===== config.mk =====
export PLATFORM = sky130hd
export DESIGN_NAME = filter_requant
export DESIGN_NICKNAME = d
export VERILOG_FILES = /design/src/rtl/filter_pkg.sv /design/src/rtl/sync_fifo.sv /design/src/rtl/filter_requant.sv
export SDC_FILE = /design/constraint.sdc
export NUM_CORES = 1
export LEC_CHECK = 0
export CORE_MARGIN = 2
export CORE_UTILIZATION = 38
export DETAILED_ROUTE_END_ITERATION = 16
export DONT_BUFFER_PORTS = 1
export GPL_ROUTABILITY_DRIVEN = 1
export GPL_TIMING_DRIVEN = 1
export PLACE_DENSITY_LB_ADDON = 0.12
export SETUP_SLACK_MARGIN = 0.4
export SLEW_MARGIN = 30
export SYNTH_ARGS = -nofsm -noshare
export SYNTH_HDL_FRONTEND = slang
export SYNTH_SLANG_ARGS = --single-unit

===== constraint.sdc =====
create_clock -name clk -period 3.55 [get_ports clk]
set_input_delay 0.71 -clock clk [delete_from_list [all_inputs] [get_ports clk]]
set_output_delay 0.71 -clock clk [all_outputs]
set_load 0.005 [all_outputs]

===== src/rtl/filter_pkg.sv =====
// Shared widths for the filter and its requantising output stage.
package filter_pkg;
  localparam int FILT_IN_W  = 8;
  localparam int FILT_OUT_W = 17;
  localparam int REQ_OUT_W  = 8;

  // Counter width that stays legal when the modulus is 1.
  function automatic int cnt_w(input int n);
    return (n > 1) ? $clog2(n) : 1;
  endfunction
endpackage


===== src/rtl/sync_fifo.sv =====
// Single-clock FIFO; pointers carry an extra wrap bit so full/empty decode cleanly.
module sync_fifo #(
  parameter int WIDTH = 8,
  parameter int DEPTH = 4
) (
  input  logic                       clk,
  input  logic                       rst,
  input  logic                       wr_en,
  input  logic [WIDTH-1:0]           wr_data,
  input  logic                       rd_en,
  output logic [WIDTH-1:0]           rd_data,
  output logic                       empty,
  output logic                       full,
  output logic [$clog2(DEPTH+1)-1:0] level
);
  localparam int AW = $clog2(DEPTH);
  localparam int LW = $clog2(DEPTH+1);

  logic [AW:0]      wr_ptr_q, wr_ptr_d, rd_ptr_q, rd_ptr_d;
  logic [LW-1:0]    level_q, level_d;
  logic [WIDTH-1:0] mem_q [DEPTH];
  logic             do_wr, do_rd;

  assign empty = (wr_ptr_q == rd_ptr_q);
  assign full  = (wr_ptr_q[AW] != rd_ptr_q[AW]) && (wr_ptr_q[AW-1:0] == rd_ptr_q[AW-1:0]);

  // A write into a full FIFO still lands when the same edge frees a slot.
  always_comb begin
    do_rd    = rd_en && !empty;
    do_wr    = wr_en && (!full || do_rd);
    wr_ptr_d = wr_ptr_q + (AW+1)'(do_wr);
    rd_ptr_d = rd_ptr_q + (AW+1)'(do_rd);
    level_d  = level_q + LW'(do_wr) - LW'(do_rd);
  end

  always_ff @(posedge clk) begin
    if (rst) begin
      wr_ptr_q <= '0;
      rd_ptr_q <= '0;
      level_q  <= '0;
    end else begin
      wr_ptr_q <= wr_ptr_d;
      rd_ptr_q <= rd_ptr_d;
      level_q  <= level_d;
    end
  end

  always_ff @(posedge clk) begin
    if (do_wr) mem_q[wr_ptr_q[AW-1:0]] <= wr_data;
  end

  assign rd_data = mem_q[rd_ptr_q[AW-1:0]];
  assign level   = level_q;
endmodule


===== src/rtl/filter_requant.sv =====
// Decimate, round-shift and saturate the filter stream, then buffer it behind valid/ready.
module filter_requant
  import filter_pkg::*;
#(
  parameter int IN_W  = FILT_OUT_W,
  parameter int OUT_W = REQ_OUT_W,
  parameter int SHIFT = 4,
  parameter int DECIM = 2,
  parameter int DEPTH = 4
) (
  input  logic                       clk,
  input  logic                       rst,
  input  logic [IN_W-1:0]            in,
  input  logic                       in_en,
  output logic [OUT_W-1:0]           out,
  output logic                       out_en,
  input  logic                       out_rdy,
  output logic [$clog2(DEPTH+1)-1:0] level,
  output logic                       sat,
  output logic                       ovf
);
  localparam int CW      = cnt_w(DECIM);
  localparam int RND_POS = (SHIFT > 0) ? SHIFT - 1 : 0;
  localparam logic [IN_W:0] RND  = (SHIFT > 0) ? ((IN_W+1)'(1) << RND_POS) : '0;
  localparam logic [IN_W:0] MAXV = {{(IN_W+1-OUT_W){1'b0}}, {OUT_W{1'b1}}};

  logic [CW-1:0]    cnt_q, cnt_d;
  logic             stage_vld_q, stage_vld_d;
  logic [OUT_W-1:0] stage_q, stage_d;
  logic             sat_q, sat_d, ovf_q, ovf_d;
  logic             keep, r_sat, pop;
  logic [IN_W:0]    r;
  logic             fifo_empty, fifo_full;
  logic [OUT_W-1:0] fifo_data;

  always_comb begin
    keep  = in_en && (cnt_q == '0);
    // One extra bit so the rounding add cannot lose its carry at full scale.
    r     = ({1'b0, in} + RND) >> SHIFT;
    r_sat = (r > MAXV);

    cnt_d = cnt_q;
    if (in_en) cnt_d = (cnt_q == CW'(DECIM - 1)) ? '0 : cnt_q + CW'(1);

    stage_vld_d = keep;
    stage_d     = stage_q;
    if (keep) stage_d = r_sat ? '1 : r[OUT_W-1:0];

    // Full implies non-empty, so a pop here always frees the slot.
    pop   = out_rdy && !fifo_empty;
    sat_d = sat_q | (keep & r_sat);
    ovf_d = ovf_q | (stage_vld_q & fifo_full & !pop);
  end

  always_ff @(posedge clk) begin
    if (rst) begin
      cnt_q       <= '0;
      stage_vld_q <= 1'b0;
      stage_q     <= '0;
      sat_q       <= 1'b0;
      ovf_q       <= 1'b0;
    end else begin
      cnt_q       <= cnt_d;
      stage_vld_q <= stage_vld_d;
      stage_q     <= stage_d;
      sat_q       <= sat_d;
      ovf_q       <= ovf_d;
    end
  end

  sync_fifo #(
    .WIDTH (OUT_W),
    .DEPTH (DEPTH)
  ) u_fifo (
    .clk     (clk),
    .rst     (rst),
    .wr_en   (stage_vld_q),
    .wr_data (stage_q),
    .rd_en   (out_rdy),
    .rd_data (fifo_data),
    .empty   (fifo_empty),
    .full    (fifo_full),
    .level   (level)
  );

  assign out_en = !fifo_empty;
  assign out    = fifo_empty ? '0 : fifo_data;
  assign sat    = sat_q;
  assign ovf    = ovf_q;
endmodule


==> summary.md, run 1 <==
| Metric | Value |
|---|---|
| Status | `finished clean` |
| Hold path cells | `1` |
| DRT antenna net count | `0` |
| Setup Viol. Count Final | `0` |
| Final Slew Violations | `0` |
| Max Clock Skew | `0.006076 ns` |
| IR Drop Worst-Case VDD | `0.2034 mV` |
| Clock Path Buffers | `2` |
| Top post-synthesis cells by area | `edfxtp_1 42%, dfxtp_1 18%, mux4_2 7.8%` |
| Worst hold path class | `input port to flip-flop` |
| Total congestion overflow | `0` |
| Post-synth top area share | `a little over two fifths` |
| Most used routing layer | `met2` |
| Slowest library cell on the worst path | `dfxtp_1` |
| Root Driver | `clkbuf_8` |
| Setup_tns | `0 ns` |
| Final Hold Vio Count | `0` |
| Sequential group share of total power | `59.5%` |
| Syn_nets | `199` |
| Non-Filler Instances | `250` |
| Share of cells above drive strength 1 | `10.86%` |
| Post-synthesis sequential area ratio | `60.07%` |
| Vias per std cell | `5.004` |
| Yosys reg bits | `53` |
| Global-route wire length before repair | `roughly 6300 um` |
| Crit-path max FO | `10` |
| Cell Area, Synth | `2300 um2` |
| Syn. warnings | `0` |
| Largest net degree at the start of global routing | `23` |
| Die Height | `between 80 and 90 um` |
| Drt first pass iters | `4` |
| EDFF count, synth | `32` |
| Worst setup EP type | `flip-flop` |
| Clock power share | `26.0%` |
| Resized cells post-CTS | `0` |
| Startpoint types | `flip-flop` |
| Final nets | `around 200` |
| M1 GR Usage | `14.79%` |
| Sink Count | `53` |
| Max_cap viols | `0` |
| Fmax | `0.3709 GHz` |
| Worst-path cell chain | `xor2_1 -> nor3b_1 -> buf_4 -> nor2b_1 -> ha_1 -> inv_1 -> ha_1 -> fa_1 -> xnor2_1 -> xnor2_1 -> nor2_1` |
| Met3 Resource Use GR | `about 4.4%` |
| Core area | `5886 um2` |
| Wirelength per Cell | `14.93 um` |
| Initial antenna violation count | `0` |
| Netlist cell types | `33` |
| Starting DRT DRC Count | `between 40 and 50` |
| Setup Buffers After CTS | `0` |
| Worst endpoint required time | `3.75 ns` |
| Fillers | `559` |
| Tot Pwr | `1.209 mW` |
| Sw Share | `24.38%` |
| GR Util met2 | `22.03%` |
| Crit path launch | `u_fifo.rd_ptr_q[1]$_SDFF_PP0_` |
| Sw power | `0.2947 mW` |
| Min Tclk post-route | `around 2.7 ns` |
| Slew HR | `44.87%` |
| Worst path bufs/invs | `2` |
| Worst setup margin | `approximately 0.85 ns` |
| CP Class | `flip-flop to flip-flop` |
| Die X | `81.80 um` |
| Arrival time at the worst endpoint | `between 2 and 3 ns` |
| Initial Utilization | `roughly two fifths` |
| Htree depth | `2` |
| Reg clk slew, reported paths | `about 0.090 ns` |
| Internal power | `0.9140 mW` |
| CP delay by family, top | `adder cells` |
| Final WL | `3733 um` |
| Post-Syn Area per Cell | `13.53 um2` |
| Vias in the first global route | `around 1300` |
| GRT Overall Usage | `12.79%` |
| Vias | `1251` |
| RSZ-0062 raised after global routing | `false` |
| DR DRC count | `0` |
| Worst reg-to-reg path cell count | `11` |
| Reg-to-Reg Start | `u_fifo.rd_ptr_q[1]$_SDFF_PP0_` |
| Cells after Synth | `170` |
| Setup crit end | `u_fifo.level[2]$_SDFF_PP0_` |
| Dpl cells | `242` |
| R2r setup slk | `0.85 ns` |
| FFs w/ async S/R, synth | `0%` |
| Predominant post-synthesis flop cell | `edfxtp_1` |
| P&R area growth vs syn | `7.236%` |
| Cts hold-fix bufs | `0` |
| Inserted Diodes | `0` |
| Worst path max stage delay | `0.65 ns` |
| CTS tree | `done` |
| Post-Place Setup Slack | `0.8264 ns` |
| Leakage | `0.8463 nW` |
| FF-to-FF End | `u_fifo.level[2]$_SDFF_PP0_` |
| Detailed placement HPWL | `2715 um` |
| # port buffers | `0` |
| I/O Pins | `35` |
| Number of cells on the critical path | `11` |
| Post-synth top area cell | `edfxtp_1` |
| Clk_lat worst skew | `0.30 ns` |
| Rows | `28` |
| PwrDens | `between 400 and 500 nW/um2` |
| DIE AREA | `approximately 6700 um2` |
| Worst Tran Pin Value | `approximately 0.83 ns` |
| Combinational share of power | `14.5%` |
| Routability-driven placement congestion ratio | `0.7816` |
| Fin crit share | `75.94%` |
| Total CTS buffers | `5` |
-- cells in the final DEF, fill, tap and decap left out, types with 2 or more instances in the layout --
master and n:
edfxtp_1 32, dfxtp_1 21, nor2_1 19, nor2b_1 18
xnor2_1 11, mux4_2 8, inv_1 7, ha_1 7
a311oi_1 6, clkbuf_8 5, nand2_1 4, xor2_1 3
nand3_1 3, nand2b_1 3, a21oi_1 3, nor4_1 2
and3_1 2, or3_1 2, a211oi_1 2, clkinv_1 2
buf_4 2
-- synth_stat cells (2+ instances only) --
master / n
nand3_1: 3
inv_1: 7
a21oi_1: 3
a211oi_1: 2
dfxtp_1: 21
xnor2_1: 11
clkbuf_1: 3
nor4_1: 2
or3_1: 2
xor2_1: 3
nand2_1: 4
ha_1: 7
and3_1: 2
a311oi_1: 6
nand2b_1: 3
nor2_1: 19
edfxtp_1: 32
nor2b_1: 18
mux4_2: 8
-- power by group through the flow --
stage | combinational [mW] | sequential, mW | clock (mW)
CTS | 0.182 | 0.721 | 0.325
global route | 0.203 | 0.725 | 0.353
detailed placement | 0.181 | 0.735 | 0
floorplan | 0.150 | 0.724 | 0
global placement | 0.175 | 0.732 | 0
finish | 0.175 | 0.720 | 0.314
-- final cells by class --
type	count	area, um2	share of cell area (%)
Inverter	7	26.28	1.065
Tap cell	75	93.84	3.805
Timing Repair Buffer	2	15.01	0.6088
Clock inverter	3	12.51	0.5074
Clock buffer	5	68.82	2.790
Multi-Input combinational cell	105	868.3	35.21
Sequential cell	53	1381	56.01
-- worst reg2reg max path, delay by kind of cell (launching register included) --
kind	cells	cell delay [ns]
adders and majority gates	3	0.85
and+or+nand+nor	3	0.35
DFF	1	0.65
xor gates and xnor gates	3	0.50
buffers and inverters	2	0.25
-- registers in the layout, summed over array words and instances (netlist names) --
name / flops
u_fifo.mem_q: 32
sat: 1
u_fifo.wr_ptr_q: 3
u_fifo.rd_ptr_q: 3
ovf: 1
cnt_q: 1
stage_q: 8
u_fifo.level: 3
stage_vld_q: 1
-- per-stage QoR --
stage               cell area [um2]  hold slack, ns  utilization (%)
finish                         2466          0.4685            41.90
global route                   2466          0.4495            41.90
CTS                            2466          0.4609            41.90
detailed placement             2385          0.4715            40.52
floorplan                      2300          0.4474                -
global placement               2385          0.4608            40.52
-- kinds of logic after synthesis --
logic type / after synthesis / synth area share [%]
AND/OR/NAND/NOR: 60 / 14.04
flip-flops: 53 / 60.07
AO/OA/AOI/OAI: 15 / 5.876
XOR/XNOR: 14 / 5.332
buffers and inverters: 12 / 2.176
multiplexers: 8 / 7.834
adder cells (fa/ha/maj): 8 / 4.679
-- worst min-delay path by stage --
stage | end | from
CTS | u_fifo.wr_ptr_q[2]$_SDFF_PP0_ | rst
detailed placement | cnt_q$_SDFFE_PP0P_ | cnt_q$_SDFFE_PP0P_
global placement | cnt_q$_SDFFE_PP0P_ | cnt_q$_SDFFE_PP0P_
global route | u_fifo.rd_ptr_q[1]$_SDFF_PP0_ | rst
floorplan | ovf$_SDFF_PP0_ | stage_vld_q$_SDFF_PP0_
finish | u_fifo.wr_ptr_q[2]$_SDFF_PP0_ | rst
-- metal layers --
| metal | vias to the layer above | wire length, um |
|---|---|---|
| li1 | 624 | - |
| met1 | 589 | 1720 |
| met2 | 34 | 1713 |
| met3 | 4 | 257 |
| met4 | 0 | 42 |
| met5 | - | 0 |
(Power assumes the default switching activity.)
==> run 2, diff against run 1 <==
==> constraint.sdc (replaced) <==
create_clock -name clk -period 2.4 [get_ports clk]
set_input_delay 0.48 -clock clk [delete_from_list [all_inputs] [get_ports clk]]
set_output_delay 0.48 -clock clk [all_outputs]
set_load 0.005 [all_outputs]
==> summary.md, run 2 (synthesized netlist as in run 1, its figures left out) <==
| Metric | Value |
|---|---|
| Status | `finished clean` |
| Reg-to-Reg Start | `u_fifo.rd_ptr_q[2]$_SDFF_PP0_` |
| P&R area growth vs syn | `18.12%` |
| Inserted Diodes | `0 (unchanged)` |
| PwrDens | `737.6 nW/um2 (+50%)` |
| Post-Place Setup Slack | `0.07730 ns (-0.7491 ns)` |
| GR Util met2 | `21.30% (-0.73 points)` |
| Setup_tns | `0 ns (unchanged)` |
| Area after DPL | `2439 um2 (+2.3%)` |
| Final nets | `212 (+4.4%)` |
| IR Drop Worst-Case VDD | `0.2944 mV (+45%)` |
| Crit-path max FO | `2 (-8)` |
| DIE AREA | `6690 um2 (unchanged)` |
| R2r setup slk | `0.27 ns (-0.59 ns)` |
| Starting DRT DRC Count | `20 (-52%)` |
| Rows | `28 (unchanged)` |
| Initial antenna violation count | `0 (unchanged)` |
| FF-to-FF End | `u_fifo.level[2]$_SDFF_PP0_` |
| Min Tclk post-route | `2.134 ns (-0.5622 ns)` |
| Hold path cells | `1 (unchanged)` |
| Root Driver | `clkbuf_8` |
| Commonest cells after routing, fill and taps aside | `32 x edfxtp_1, 18 x nor2_1, 15 x dfxtp_1, 12 x nor2b_1, 9 x xnor2_1` |
| Total CTS buffers | `5 (unchanged)` |
| Fin crit share | `88.90% (+13 points)` |
| Max Clock Skew | `0.004528 ns (-0.001548 ns)` |
| Non-Filler Instances | `259 (+3.6%)` |
| RSZ-0062 raised after global routing | `true` |
| Sink Count | `53 (unchanged)` |
| CTS tree | `done` |
| Setup Viol. Count Final | `0 (unchanged)` |
| Vias | `1303 (+4.2%)` |
| Global-route wire length before repair | `6430 um (+2.9%)` |
| Core area | `5886 um2 (unchanged)` |
| Startpoint types | `flip-flop` |
| Vias per std cell | `5.031 (+0.54%)` |
| Dpl cells | `244 (+0.83%)` |
| Final WL | `4006 um (+7.3%)` |
| Worst-path cell chain | `xnor2_2 -> nor3b_4 -> nor2b_2 -> ha_1 -> inv_1 -> ha_2 -> fa_2 -> xnor2_2 -> xnor2_1 -> nor2_1` |
| Worst setup margin | `0.2664 ns (-0.5878 ns)` |
| Largest net degree at the start of global routing | `23 (unchanged)` |
| Worst reg-to-reg path cell count | `10 (-1)` |
| # port buffers | `0 (unchanged)` |
| Wirelength per Cell | `15.47 um (+3.6%)` |
| Die X | `81.80 um (unchanged)` |
| CP Class | `flip-flop to flip-flop` |
| Drt first pass iters | `3 (-1)` |
| Die Height | `81.80 um (unchanged)` |
| Initial Utilization | `39.07% (unchanged)` |
| Max reg flops | `32 (unchanged)` |
| Clk_lat worst skew | `0.29 ns (about the same)` |
| Total congestion overflow | `0 (unchanged)` |
| Arrival time at the worst endpoint | `2.33 ns (-0.56 ns)` |
| Reg clk slew, reported paths | `0.09 ns (about the same)` |
| Share of cells above drive strength 1 | `27.17% (+16 points)` |
| DRT antenna net count | `0 (unchanged)` |
| Slowest library cell on the worst path | `dfxtp_2` |
| Max_cap viols | `0 (unchanged)` |
| Slew HR | `70.69% (+26 points)` |
| I/O Pins | `35 (unchanged)` |
| Fmax | `0.4687 GHz (+26%)` |
| Most frequent CP cell | `xnor2_2` |
| Met3 Resource Use GR | `4.396% (unchanged)` |
| Detailed placement HPWL | `2806 um (+3.4%)` |
| DR DRC count | `0 (unchanged)` |
| Worst Tran Pin Value | `0.4356 ns (-0.3897 ns)` |
| Hold endpoint | `u_fifo.wr_ptr_q[0]$_SDFF_PP0_` |
| Worst hold path class | `input port to flip-flop` |
| Worst path max stage delay | `0.35 ns (-0.30 ns)` |
| Most used routing layer | `met2` |
| Htree depth | `2 (unchanged)` |
| GRT Overall Usage | `13.02% (+0.23 points)` |
| M1 GR Usage | `16.33% (+1.5 points)` |
| Worst setup EP type | `flip-flop` |
| Leakage | `0.9452 nW (+12%)` |
| Post-route cell area | `2716 um2 (+10%)` |
| Vias in the first global route | `1333 (-0.82%)` |
| Routability-driven placement congestion ratio | `0.7786 (-0.38%)` |
| Final Slew Violations | `0 (unchanged)` |
| Final Hold Vio Count | `0 (unchanged)` |
| Hold Startpoint | `rst` |
| Clock Path Buffers | `2 (unchanged)` |
| Worst endpoint required time | `2.60 ns (-1.15 ns)` |
| Most common cell after layout, fill and taps aside | `edfxtp_1` |
[run 2: how the worst max path moves through the flow]
| stage | end | from | slack, ns |
|---|---|---|---|
| 2_1_floorplan | u_fifo.level[2]$_SDFF_PP0_ | u_fifo.rd_ptr_q[1]$_SDFF_PP0_ | 0.03 |
| 6_report | u_fifo.level[2]$_SDFF_PP0_ | u_fifo.rd_ptr_q[2]$_SDFF_PP0_ | 0.27 |
| 3_5_place_dp | u_fifo.mem_q[0][6]$_DFFE_PP_ | u_fifo.wr_ptr_q[0]$_SDFF_PP0_ | 0.08 |
| 3_3_place_gp | u_fifo.mem_q[0][3]$_DFFE_PP_ | u_fifo.wr_ptr_q[0]$_SDFF_PP0_ | 0.12 |
| 5_1_grt | u_fifo.level[2]$_SDFF_PP0_ | u_fifo.wr_ptr_q[0]$_SDFF_PP0_ | 0.13 |
| 4_1_cts | u_fifo.level[2]$_SDFF_PP0_ | u_fifo.rd_ptr_q[0]$_SDFF_PP0_ | 0.28 |
[run 2: where the power goes]
group	internal (mW)	leakage (nW)	total, mW	switching, mW
registers	1.02	0.472	1.07	0.0507
logic	0.212	0.421	0.364	0.153
clock network	0.308	0.0528	0.568	0.260
total	1.54	0.945	2.00	0.463
[run 2: what timing repair did]
action	4_1_cts	5_1_grt
cloned	0	1
pin swaps	5	3
setup buffers	4	2
hold endpoints to repair	0	0
hold buffers	0	0
endpoints found under the setup margin	34	42
gates resized for setup	12	16
[run 2: metal layers]
layer	vias to the layer above	wire length, um	share of wire, %
li1	648	-	-
met2	32	1958	49
met4	0	53	1.3
met3	6	219	5.5
met1	617	1775	44
met5	-	0	0
[run 2: metrics by stage]
stage / util [%] / hold WS, ns / total power, mW
5_1_grt: 46.15 / 0.2085 / 2.123
2_1_floorplan: - / 0.4474 / 1.320
3_3_place_gp: 41.43 / 0.4610 / 1.370
4_1_cts: 44.26 / 0.2161 / 1.974
6_report: 46.15 / 0.2355 / 2.004
3_5_place_dp: 41.43 / 0.4686 / 1.383
[run 2: area by class of cell]
cell class | count | area [um2]
multi-input combinational | 105 | 977.2
timing repair buffer | 11 | 116.4
clock inverter | 2 | 33.78
clock buffer | 6 | 72.57
inverter | 7 | 26.28
fill | 549 | 3169
sequential | 53 | 1396
tap | 75 | 93.84
[run 2: worst max-delay path: cells and delay by family, from the launching register on]
| kind | cells | cell delay, ns |
|---|---|---|
| flops | 1 | 0.35 |
| xor+xnor | 3 | 0.47 |
| buf+inv | 1 | 0.04 |
| fa+ha+maj | 3 | 0.81 |
| simple gates | 3 | 0.36 |
